### config.mk
export PLATFORM = sky130hd
export DESIGN_NAME = sweep_ctrl
export DESIGN_NICKNAME = d
export VERILOG_FILES = /design/src/rtl/sweep_ctrl.sv
export SDC_FILE = /design/constraint.sdc
export NUM_CORES = 1
export LEC_CHECK = 0
export ABC_AREA = 1
export BUFFER_PORTS_ARGS = -buffer_cell sky130_fd_sc_hd__buf_2
export CORE_AREA = 2 2 39 41
export DETAILED_ROUTE_END_ITERATION = 10
export DIE_AREA = 0 0 41 43
export GPL_ROUTABILITY_DRIVEN = 0
export PLACE_DENSITY_LB_ADDON = 0.15
export SKIP_CTS_REPAIR_TIMING = 1
export SLEW_MARGIN = 15
export SYNTH_ARGS = -nofsm -noshare
export SYNTH_HDL_FRONTEND = slang
export SYNTH_SLANG_ARGS = --single-unit
### constraint.sdc
create_clock -name clk -period 2.6 [get_ports clk]
set_clock_uncertainty 0.2 [all_clocks]
set_input_delay 0.26 -clock clk [delete_from_list [all_inputs] [get_ports clk]]
set_output_delay 0.26 -clock clk [all_outputs]
set_load 0.05 [all_outputs]
### src/rtl/sweep_ctrl.sv
// -----------------------------------------------------------------------------
// sweep_ctrl
//
// Sequencer for the 8-bit address counter of the sort/selection datapath.
// A start pulse enables the counter. Each wrap 255->0 reported on co_in counts
// as one pass. On the final wrap the counter enable is dropped in the same
// cycle, so the counter rests at 0. The block then emits a one-cycle done
// pulse and returns to IDLE.
//
// Parameters
//   PASSES  number of counter wraps per sweep (1 .. 2**PCW-1)
//   PCW     width of the pass counter
//
// Ports
//   clk       in   clock, rising edge
//   rst       in   asynchronous, active-high reset
//   start     in   single-cycle sweep request; only accepted in IDLE
//   abort     in   return to IDLE on the next edge, no done pulse
//   pause     in   in RUN, holds the counter enable low
//   cnt_in    in   current counter value (8 bits)
//   co_in     in   counter carry-out; rises on the wrap edge, stays high
//                  until the next enabled increment
//   en_cnt    out  counter enable (combinational)
//   busy      out  high in RUN and DONE
//   done      out  one-cycle end-of-sweep pulse
//   pass_cnt  out  wraps seen in the current or last sweep (PCW bits)
//   err       out  sticky counter/shadow mismatch flag
//
// Handshake: this block is the initiator. en_cnt is a request to advance the
// counter on the next rising edge. co_in is the counter's only response, and
// only its rising edge (co_in high now, low last cycle) is treated as an event.
//
// Build option: define SWEEP_CHECK_EN to add an 8-bit shadow of the counter.
// The shadow loads cnt_in on an accepted start and follows en_cnt. Any
// difference from cnt_in while in RUN sets err. err is cleared by rst or by
// the next accepted start. When the macro is undefined, err is tied to 0.
// -----------------------------------------------------------------------------
module sweep_ctrl #(
  parameter int PASSES = 1,
  parameter int PCW    = 4
) (
  input  logic           clk,
  input  logic           rst,
  input  logic           start,
  input  logic           abort,
  input  logic           pause,
  input  logic [7:0]     cnt_in,
  input  logic           co_in,
  output logic           en_cnt,
  output logic           busy,
  output logic           done,
  output logic [PCW-1:0] pass_cnt,
  output logic           err
);

  typedef enum logic [1:0] {
    IDLE = 2'd0,
    RUN  = 2'd1,
    DONE = 2'd2
  } state_t;

  state_t state;
  state_t state_nxt;

  logic co_q;
  logic co_rise;
  logic last;
  logic start_ok;
  logic pass_inc;

  // co_q runs in every state. A carry left high by the previous sweep is
  // therefore already in co_q by the time a new sweep starts, and it does
  // not appear as a fresh event.
  always_ff @(posedge clk or posedge rst) begin
    if (rst) co_q <= 1'b0;
    else     co_q <= co_in;
  end

  assign co_rise  = co_in & ~co_q;
  assign last     = (pass_cnt == PCW'(PASSES - 1));
  assign start_ok = (state == IDLE) & start & ~abort;
  assign pass_inc = (state == RUN) & co_rise & ~abort;

  always_ff @(posedge clk or posedge rst) begin
    if (rst) state <= IDLE;
    else     state <= state_nxt;
  end

  always_comb begin
    state_nxt = state;
    en_cnt    = 1'b0;
    case (state)
      IDLE: begin
        if (start) state_nxt = RUN;
      end
      RUN: begin
        // The enable drops in the cycle the final wrap is seen, so the
        // counter stays at 0 rather than stepping to 1.
        en_cnt = ~pause & ~(co_rise & last);
        if (co_rise && last) state_nxt = DONE;
      end
      DONE: begin
        state_nxt = IDLE;
      end
      default: begin
        state_nxt = IDLE;
      end
    endcase
    // abort overrides everything, including a start in IDLE.
    if (abort) begin
      state_nxt = IDLE;
      en_cnt    = 1'b0;
    end
  end

  always_ff @(posedge clk or posedge rst) begin
    if (rst)           pass_cnt <= '0;
    else if (start_ok) pass_cnt <= '0;
    else if (pass_inc) pass_cnt <= pass_cnt + 1'b1;
  end

  assign busy = (state == RUN) | (state == DONE);
  assign done = (state == DONE);

`ifdef SWEEP_CHECK_EN
  logic [7:0] exp;

  always_ff @(posedge clk or posedge rst) begin
    if (rst) begin
      exp <= 8'd0;
      err <= 1'b0;
    end else if (start_ok) begin
      exp <= cnt_in;
      err <= 1'b0;
    end else begin
      if (en_cnt) exp <= exp + 8'd1;
      if ((state == RUN) && (cnt_in != exp)) err <= 1'b1;
    end
  end
`else
  // Without the shadow, cnt_in has no consumer.
  logic unused_cnt_in;
  assign unused_cnt_in = ^cnt_in;
  assign err = 1'b0;
`endif

endmodule

======== Word-level counts from Yosys, hierarchy flattened ========
Index checks and enable logic that the tools add are counted.
cells by class
  bitwise logic cells ..................... 12
  eq/ne operators ......................... 4
  muxes and demuxes ....................... 8
  reductions and logical operators ........ 5
  add/sub/neg operators ................... 1
operators with widths
  operator                                                               number
  4-bit 2-to-1 mux                                                       2
  1-bit bitwise AND                                                      7
  2-bit 2-to-1 mux                                                       3
  3-bit != test, second input constant                                   2
  4-bit by 1-bit adder with 4-bit output, second input constant          1
  4-bit zero test                                                        1
  1-bit inverter                                                         4
  2-bit one-hot mux with 2 select lines                                  1
  2-bit by 1-bit equality test with 1-bit output, second input constant  1
  2-bit equality test, second input constant                             1
  2-bit zero test                                                        1
  1-bit 2-to-1 mux                                                       2
  2-bit AND reduction                                                    1
  2-bit nonzero test                                                     1
  1-bit logical AND                                                      1
  1-bit bitwise OR                                                       1
word-level totals
  output and inout bits ................... 8
  bits of input ports ..................... 14
  bits in registers ....................... 7
  logic and storage cells ................. 33

======== Longest topological paths before layout ========
Gate-level depths: netlist of the first run.
  depth after elaboration ................. 7
  mapped depth ............................ 8
  depth with buffers taken out ............ 8

======== Worst setup path before layout of the first run ========
OpenSTA, ideal clock, no wires.
  kind .................................... register -> output
  from .................................... register pass_cnt[0]
  to ...................................... output en_cnt
  slack ................................... 0.331 ns
  path buffers ............................ 0
  arrival time ............................ 1.809 ns
  data required time ...................... 2.140 ns
  stages on the path, launching flop included .. 6
  cell sequence ........................... dfrtp_1 -> inv_1 -> ha_1 -> nand3_1 -> nand2_2 -> nor2_1
between the ends
  longest elaborated chain between the ends .. 6
RTL lines
  element                 RTL line  text
  start, declared         52        output logic [PCW-1:0] pass_cnt,
  start signal, assigned  119       else if (pass_inc) pass_cnt <= pass_cnt + 1'b1;
  4-bit zero test         80        assign last = (pass_cnt == PCW'(PASSES - 1));
  1-bit bitwise AND       99        en_cnt = ~pause & ~(co_rise & last);
  1-bit inverter          99
  1-bit bitwise AND       99
  1-bit 2-to-1 mux        92        case (state)
  1-bit 2-to-1 mux        110       if (abort) begin
  end, declared           49        output logic en_cnt,
No other way between the ends.

======== Worst setup path in the final report of the first run ========
  from .................................... input co_in
  to ...................................... output en_cnt
between the ends
  longest elaborated chain between the ends .. 6
RTL lines
  element            RTL line  text
  start, declared    48        input logic co_in,
  1-bit bitwise AND  79        assign co_rise = co_in & ~co_q;
  1-bit bitwise AND  99
  1-bit inverter     99
  1-bit bitwise AND  99
  1-bit 2-to-1 mux   92
  1-bit 2-to-1 mux   110
No other way between the ends.

==> summary.txt, run 1 <==
result of the run: finished, final reports clean
arrival time worst endpoint: 1.49 ns
met3 routing resource usage after global routing: 9.424%
worst-skew pair later-pin latency: 0.26 ns
cell taking the most area after synthesis: dfrtp_1
start point of the worst hold path: abort
most frequent cells after synthesis: nand2_1 (15), inv_1 (9), dfrtp_1 (7), nand3_1 (7), ha_1 (5)
number of global-route vias before repair: 320
number of nets in the layout: 97
proportion of layout cells with a drive suffix above 1: 29.87%
final number of setup-violating endpoints: 0
largest net degree at the start of global routing: 8
number of antenna violations at the first check in global routing: 0
Setup crit start kind: input pin
H-tree Lvls: 1
die boundary width: 41 um
most repeated cell in the gate-level netlist after synthesis: nand2_1
final-report hold violation count: 0
post-route non-filler standard cell count: 93
count of pins over their slew limit: 0
synthesized net count: 79
Critical Path Slowest Stage Cell: dlygate4sd3_1
number of max-cap violations: 0
Placement Setup Slack: 0.9409 ns
predominant post-synthesis flop cell: dfrtp_1
first-pass GRT wire length: 1290 um
biggest area contributors in the synthesized netlist: dfrtp_1 (37%), ha_1 (13%), nand2_1 (12%)
number of buffer and inverter stages on the critical path: 4
launch point of the critical path: co_in
placed inst area: 548.0 um2
TritonCTS clock tree: done
number of stages on the worst hold path: 5
static leakage: 0.0003479 uW
area enclosed by the die boundary: 0.001763 mm2
async set-or-reset flop fraction in the synthesized netlist: 100.0%
post-synthesis average cell area: 7.924 um2
Min-Delay Endpoint: pass_cnt[2]
worst-case vdd ir drop: 0.2457 mV
ordered list of cells on the worst path: dlygate4sd3_1 -> buf_2 -> inv_1 -> nor2_1 -> nand3_1 -> nand2_2 -> nor2_1 -> buf_2
residual overflow from global routing: 0
total number of vias: 385
count of flip-flops with a built-in enable after synthesis: 0
post-synthesis instance area: 475.5 um2
Ant. Diodes: 0
busiest layer in global routing: met2
Gate Count Post-Synth: 60
cell family with the largest share of critical-path delay: buffers and inverters
clock period minus worst slack: 1.949 ns
number of distinct standard cells referenced by the synthesized netlist: 15
core area: 0.001384 mm2
largest fanout on the critical path: 4
GR Util met2: 14.69%
reg2reg end: pass_cnt[3]
Bufs on Longest Clock Path: 2
Synth Register Bits: 7
core occupancy in the finished layout: 42.95%
PnR worst setup slack: 0.6510 ns
required arrival time at the worst endpoint: 2.14 ns
met1 capacity usage during global routing: 13.03%
Period Utilization, post-route: 74.96%
clock slew at reported path FFs: 0.05 ns
Yosys top cell area share: 36.84%
unrepaired setup endpoints after global routing: false
Synth-to-Final Area Change: 25.00%
stage delay of the slowest cell on the critical path: 0.53 ns
initial cell density of the core: 34.36%
I/O Pins: 22
number of vias per cell after detailed routing: 4.140
Max Freq: 513.1 MHz
number of fill cells: 152
Hold Crit Class: input pin to flop
violation count after the first detailed-route iteration: 2
CTS Root Buffer Type: clkbuf_4
number of sinks on the clock net: 7
reg-to-reg setup timing slack: 1.23 ns
aggregate routed wire length: 824 um
Cells after DPL: 87
first drt pass iteration count: 4
TritonCTS Buffers: 3
y dimension of the die: 43 um
remaining antenna violation count after routing: 0
launch point of the worst reg-to-reg path: state[0]
post-synthesis sequential area ratio: 36.84%
critical path class: input pin to output port
overall global routing resource usage: 12.10%
Site Rows: 14
setup_tns: 0 ns
DRC violations left: 0
routed length per instance: 8.860 um
Yosys warning total: 0
category of the worst setup path capture point: output port
Post-DP HPWL: 652.2 um
Worst R2R Path Depth: 7
PD cells: 552.5 mW/mm2
post-route cell area: 594.3 um2
Buffers on Ports: 12
-- worst max-delay path by stage --
stage,endpoint,slack (ns),depth (start not counted)
6_report,en_cnt,0.65,8
5_1_grt,en_cnt,0.52,7
4_1_cts,en_cnt,0.66,6
3_5_place_dp,en_cnt,0.94,6
3_3_place_gp,en_cnt,0.94,6
2_1_floorplan,en_cnt,0.33,5
-- cell usage in the layout, fill, tap and decap left out --
master,synthesis,layout
xor2_1,1,1
nand2_1,15,15
nand3_1,7,7
nor2_4,2,2
buf_2,0,12
dlygate4sd3_1,0,2
dfrtp_1,7,7
inv_1,9,9
clkbuf_4,0,3
nand4_1,1,1
ha_1,5,5
conb_1,1,1
nand2_2,3,3
clkbuf_1,0,1
inv_2,2,2
nor2_1,4,4
nand3_4,1,1
o21ai_1,1,1
-- sequential cells by signal (all words and copies together), names as in the netlist --
| signal | flops |
|---|---|
| co_q | 1 |
| pass_cnt | 4 |
| state | 2 |
-- metal layers --
layer	up-vias	routed length (um)
li1	215	-
met3	5	55
met5	-	0
met4	0	27
met2	7	347
met1	158	394
-- power breakdown --
group	leakage (uW)	internal (uW)	switching [uW]
Sequential	0.0000939	117	7.97
Clock	0.0000150	58.7	41.3
Combinational	0.000239	28.9	74.6
-- metrics by stage --
stage               total power, uW  hold slack (ns)
finish                        328.4           0.1908
global route                  351.5           0.2055
CTS                           330.8          -0.2627
detailed placement            229.5          0.01109
global placement              229.9         0.007728
floorplan                     212.4          -0.1366
-- worst reg2reg max path: stages, from the launching register on --
cell     delay, ns
dfrtp_1       0.36
inv_1         0.07
ha_1          0.24
nand3_4       0.11
inv_2         0.06
nor2_4        0.14
nand2_1       0.06
o21ai_1       0.06
-- logic make-up (layout without fill, tap and decap cells) --
group / count (synthesis) / after routing / share of synthesized area (%)
DFF: 7 / 7 / 36.84
adders and majority gates: 5 / 5 / 13.16
xor gates and xnor gates: 1 / 1 / 1.842
other: 1 / 1 / 0.7887
buffers and inverters: 12 / 29 / 10.26
AOI/OAI and AO/OA: 1 / 1 / 1.052
and+or+nand+nor: 33 / 33 / 36.05
-- area by class of cell --
type | count | area, um2 | area share (%)
clock buffer | 4 | 26.28 | 4.421
inverter | 11 | 41.29 | 6.947
multi-input combinational | 41 | 251.5 | 42.32
sequential | 7 | 175.2 | 29.47
tap | 16 | 20.02 | 3.368
timing repair buffer | 14 | 80.08 | 13.47
Power figures use the tool's default switching activity.
==> inputs of run 2 (changes only) <==
==> constraint.sdc (replaced) <==
create_clock -name clk -period 1.85 [get_ports clk]
set_clock_uncertainty 0.2 [all_clocks]
set_input_delay 0.185 -clock clk [delete_from_list [all_inputs] [get_ports clk]]
set_output_delay 0.185 -clock clk [all_outputs]
set_load 0.05 [all_outputs]
==> summary.txt, run 2 (synthesis results as in run 1) <==
result of the run: finished, final reports clean
DRC violations left: 0
Bufs on Longest Clock Path: 2
commonest cells after routing, fill and taps aside: nand2_1 (15), buf_2 (11), inv_1 (9)
first-pass GRT wire length: 1331 um
met3 routing resource usage after global routing: 9.424%
worst-case vdd ir drop: 0.3789 mV
final number of setup-violating endpoints: 0
core area: 0.001384 mm2
area enclosed by the die boundary: 0.001763 mm2
launch point of the critical path: pass_cnt[0]
Hold Crit Class: input pin to flop
largest fanout on the critical path: 6
clock slew at reported path FFs: 0.05 ns
GR Util met2: 16.56%
count of pins over their slew limit: 0
proportion of layout cells with a drive suffix above 1: 32.05%
met1 capacity usage during global routing: 13.73%
post-route non-filler standard cell count: 94
largest net degree at the start of global routing: 8
busiest layer in global routing: met2
Max Freq: 569.6 MHz
Worst R2R Path Depth: 7
routed length per instance: 9.149 um
number of flip-flops under the largest register name: 4
TritonCTS clock tree: done
Period Utilization, post-route: 94.90%
number of sinks on the clock net: 7
CTS Root Buffer Type: clkbuf_4
static leakage: 0.0003530 uW
category of the worst setup path capture point: output port
worst-skew pair later-pin latency: 0.25 ns
Site Rows: 14
number of global-route vias before repair: 350
number of antenna violations at the first check in global routing: 0
Biggest register: pass_cnt
core occupancy in the finished layout: 44.48%
aggregate routed wire length: 860 um
Ant. Diodes: 0
H-tree Lvls: 1
required arrival time at the worst endpoint: 1.46 ns
reg-to-reg setup timing slack: 0.38 ns
unrepaired setup endpoints after global routing: false
clock period minus worst slack: 1.756 ns
I/O Pins: 22
y dimension of the die: 43 um
die boundary width: 41 um
remaining antenna violation count after routing: 0
initial cell density of the core: 34.36%
number of nets in the layout: 98
Setup crit start kind: flop
total number of vias: 407
PD cells: 752.2 mW/mm2
final-report hold violation count: 0
launch point of the worst reg-to-reg path: pass_cnt[0]
most common cell after layout, fill and taps aside: nand2_1
residual overflow from global routing: 0
Synth-to-Final Area Change: 29.47%
largest registers: pass_cnt x4, state x2, co_q x1
number of max-cap violations: 0
Cells after DPL: 87
violation count after the first detailed-route iteration: 3
Post-DP HPWL: 696 um
number of vias per cell after detailed routing: 4.330
TritonCTS Buffers: 3
capture point of the worst path: en_cnt
Final Power: 463.0 uW
overall global routing resource usage: 12.01%
critical path class: flop to output port
setup_tns: 0 ns
reg2reg end: state[1]
first drt pass iteration count: 4
Buffers on Ports: 12
arrival time worst endpoint: 1.37 ns
[run 2: cell types whose count changed in the layout (fill, tap and decap cells not counted), sizes merged]
cell,previous run,this run
buf,12,13
[run 2: power breakdown]
part,internal (uW),switching (uW)
Sequential,165,11.3
Clock,82.1,52.9
Combinational,44.4,108
[run 2: final cells by class]
| type | instances | area (um2) |
|---|---|---|
| repair buffers | 15 | 93.84 |
| inverters | 11 | 41.29 |
| multi-input cells | 41 | 259.0 |
| fillers | 153 | 768.2 |
| clock buffers | 4 | 26.28 |
| well taps | 16 | 20.02 |
| flip-flops and latches | 7 | 175.2 |
[run 2: critical path: stages (launching register included)]
cell     delay (ns)
dfrtp_1        0.43
inv_1          0.09
ha_1           0.20
nand3_1        0.09
nand2_2        0.08
nor2_4         0.08
buf_6          0.15
[run 2: worst min path at each step]
stage | from | to | slack [ns] | cells after the start
floorplan | rst | co_q | -0.21 | 1
global placement | rst | pass_cnt[1] | -0.07 | 2
detailed placement | rst | state[0] | -0.07 | 2
CTS | rst | pass_cnt[3] | -0.33 | 2
global route | start | pass_cnt[3] | 0.15 | 4
finish | abort | pass_cnt[0] | 0.13 | 5
[run 2: metal layers]
metal	vias to the layer above	routed length, um
met5	-	0
met4	0	4
met3	2	47
met2	12	417
met1	175	391
li1	218	-
[run 2: stage by stage]
stage / worst slack (ns) / hold WS (ns) / cell area, um2
2_1_floorplan: 0.02415 / -0.2116 / 483.0
3_3_place_gp: 0.2532 / -0.06917 / 555.5
5_1_grt: 0.0001156 / 0.1480 / 615.6
3_5_place_dp: 0.2362 / -0.06620 / 555.5
6_report: 0.09430 / 0.1335 / 615.6
4_1_cts: -0.02972 / -0.3329 / 581.8
==> inputs of run 3 (changes only) <==
==> constraint.sdc (replaced) <==
create_clock -name clk -period 1.85 [get_ports clk]
set_clock_uncertainty 0.2 [all_clocks]
set_input_delay 0.185 -clock clk [delete_from_list [all_inputs] [get_ports clk]]
set_output_delay 0.185 -clock clk [all_outputs]
set_load 0.01 [all_outputs]
==> summary.txt, run 3 (synthesis results as in run 1) <==
result of the run: finished, final reports clean
category of the worst setup path capture point: output port
Ant. Diodes: 0
Synth-to-Final Area Change: 25.00%
number of nets in the layout: 97
area taken by flip-flops and latches: 175.2 um2
remaining antenna violation count after routing: 0
TritonCTS clock tree: done
GR Util met2: 14.69%
overall global routing resource usage: 12.10%
die boundary width: 41 um
TritonCTS Buffers: 3
count of pins over their slew limit: 0
y dimension of the die: 43 um
largest fanout on the critical path: 6
Clock power frac: 33.7%
DRC violations left: 0
portion of total power attributed to combinational logic: 24.1%
Setup crit start kind: flop
Flop pwr share: 42.2%
first drt pass iteration count: 4
Critical Path Slowest Stage Cell: dfrtp_1
worst-case vdd ir drop: 0.3427 mV
aggregate routed wire length: 822 um
area enclosed by the die boundary: 0.001763 mm2
final-report hold violation count: 0
number of antenna violations at the first check in global routing: 0
commonest cells after routing, fill and taps aside: nand2_1 (15), buf_2 (12), inv_1 (8)
switching power: 129.6 uW
initial cell density of the core: 34.36%
total number of vias: 387
number of flip-flops under the largest register name: 4
clock slew at reported path FFs: 0.05 ns
reg-to-reg setup timing slack: 0.48 ns
largest registers: pass_cnt x4, state x2, co_q x1
required arrival time at the worst endpoint: 1.46 ns
multi-input logic area: 251.5 um2
Site Rows: 14
number of vias per cell after detailed routing: 4.161
placed inst area: 548.0 um2
static leakage: 0.0003480 uW
PD cells: 701.7 mW/mm2
setup_tns: 0 ns
number of fill cells: 152
switch share: 31.09%
most common cell after layout, fill and taps aside: nand2_1
met1 capacity usage during global routing: 13.03%
ordered list of cells on the worst path: inv_1 -> ha_1 -> nand3_1 -> nand2_2 -> nor2_1 -> buf_2
met3 routing resource usage after global routing: 9.424%
Biggest register: pass_cnt
number of max-cap violations: 0
Bufs on Longest Clock Path: 2
Post-DP HPWL: 652.2 um
unrepaired setup endpoints after global routing: false
violation count after the first detailed-route iteration: 2
Period Utilization, post-route: 93.34%
Final Power: 417.0 uW
Buffers on Ports: 12
stage delay of the slowest cell on the critical path: 0.43 ns
largest net degree at the start of global routing: 8
H-tree Lvls: 1
critical path class: flop to output port
Hold Crit Class: input pin to flop
Max Freq: 579.1 MHz
final number of setup-violating endpoints: 0
worst-skew pair later-pin latency: 0.26 ns
routed length per instance: 8.839 um
busiest layer in global routing: met2
post-route cell area: 594.3 um2
arrival time worst endpoint: 1.34 ns
CTS Root Buffer Type: clkbuf_4
number of sinks on the clock net: 7
first-pass GRT wire length: 1290 um
number of global-route vias before repair: 320
residual overflow from global routing: 0
Int Power: 287.4 uW
core area: 0.001384 mm2
I/O Pins: 22
proportion of layout cells with a drive suffix above 1: 31.17%
clock period minus worst slack: 1.727 ns
run 3: power groups by stage:
stage,Clock (uW),Sequential [uW],Combinational (uW)
CTS,144,176,99.7
floorplan,0,178,72.8
global route,158,177,114
global placement,0,178,99.9
finish,140,176,100
detailed placement,0,178,99.3
run 3: stage by stage:
stage,utilization (%),hold slack (ns),worst slack [ns],instances
4_1_cts,41.50,-0.3377,0.1143,91
3_3_place_gp,39.60,-0.06727,0.3931,87
2_1_floorplan,-,-0.2116,0.4369,60
6_report,42.95,0.1158,0.1233,93
3_5_place_dp,39.60,-0.06391,0.3987,87
5_1_grt,42.95,0.1305,0.01041,93
run 3: worst paths after layout:
check	startpoint	end	cells past startpoint
min	abort	pass_cnt[2]	5
min reg2reg	state[0]	state[0]	2
max reg2reg	state[0]	pass_cnt[3]	7
min in group asynchronous	rst	pass_cnt[0]	3
max in group asynchronous	rst	state[1]	3
max	pass_cnt[0]	en_cnt	6
run 3: layout make-up:
| type | instances | share of cell area (%) |
|---|---|---|
| timing repair buffer | 14 | 13.47 |
| inverter | 11 | 6.947 |
| clock buffer | 4 | 4.421 |
| multi-input combinational | 41 | 42.32 |
| sequential | 7 | 29.47 |
| tap | 16 | 3.368 |
run 3: metal layers:
metal / up-vias / wire (um)
li1: 215 / -
met1: 160 / 392
met2: 7 / 346
met3: 5 / 55
met4: 0 / 27
met5: - / 0
run 3: worst max-delay path: cells and delay by family, from the launching register on:
family | cells | cell delay [ns]
flip-flops | 1 | 0.43
AND/OR/NAND/NOR | 3 | 0.25
buffers and inverters | 2 | 0.21
adder cells (fa/ha/maj) | 1 | 0.20
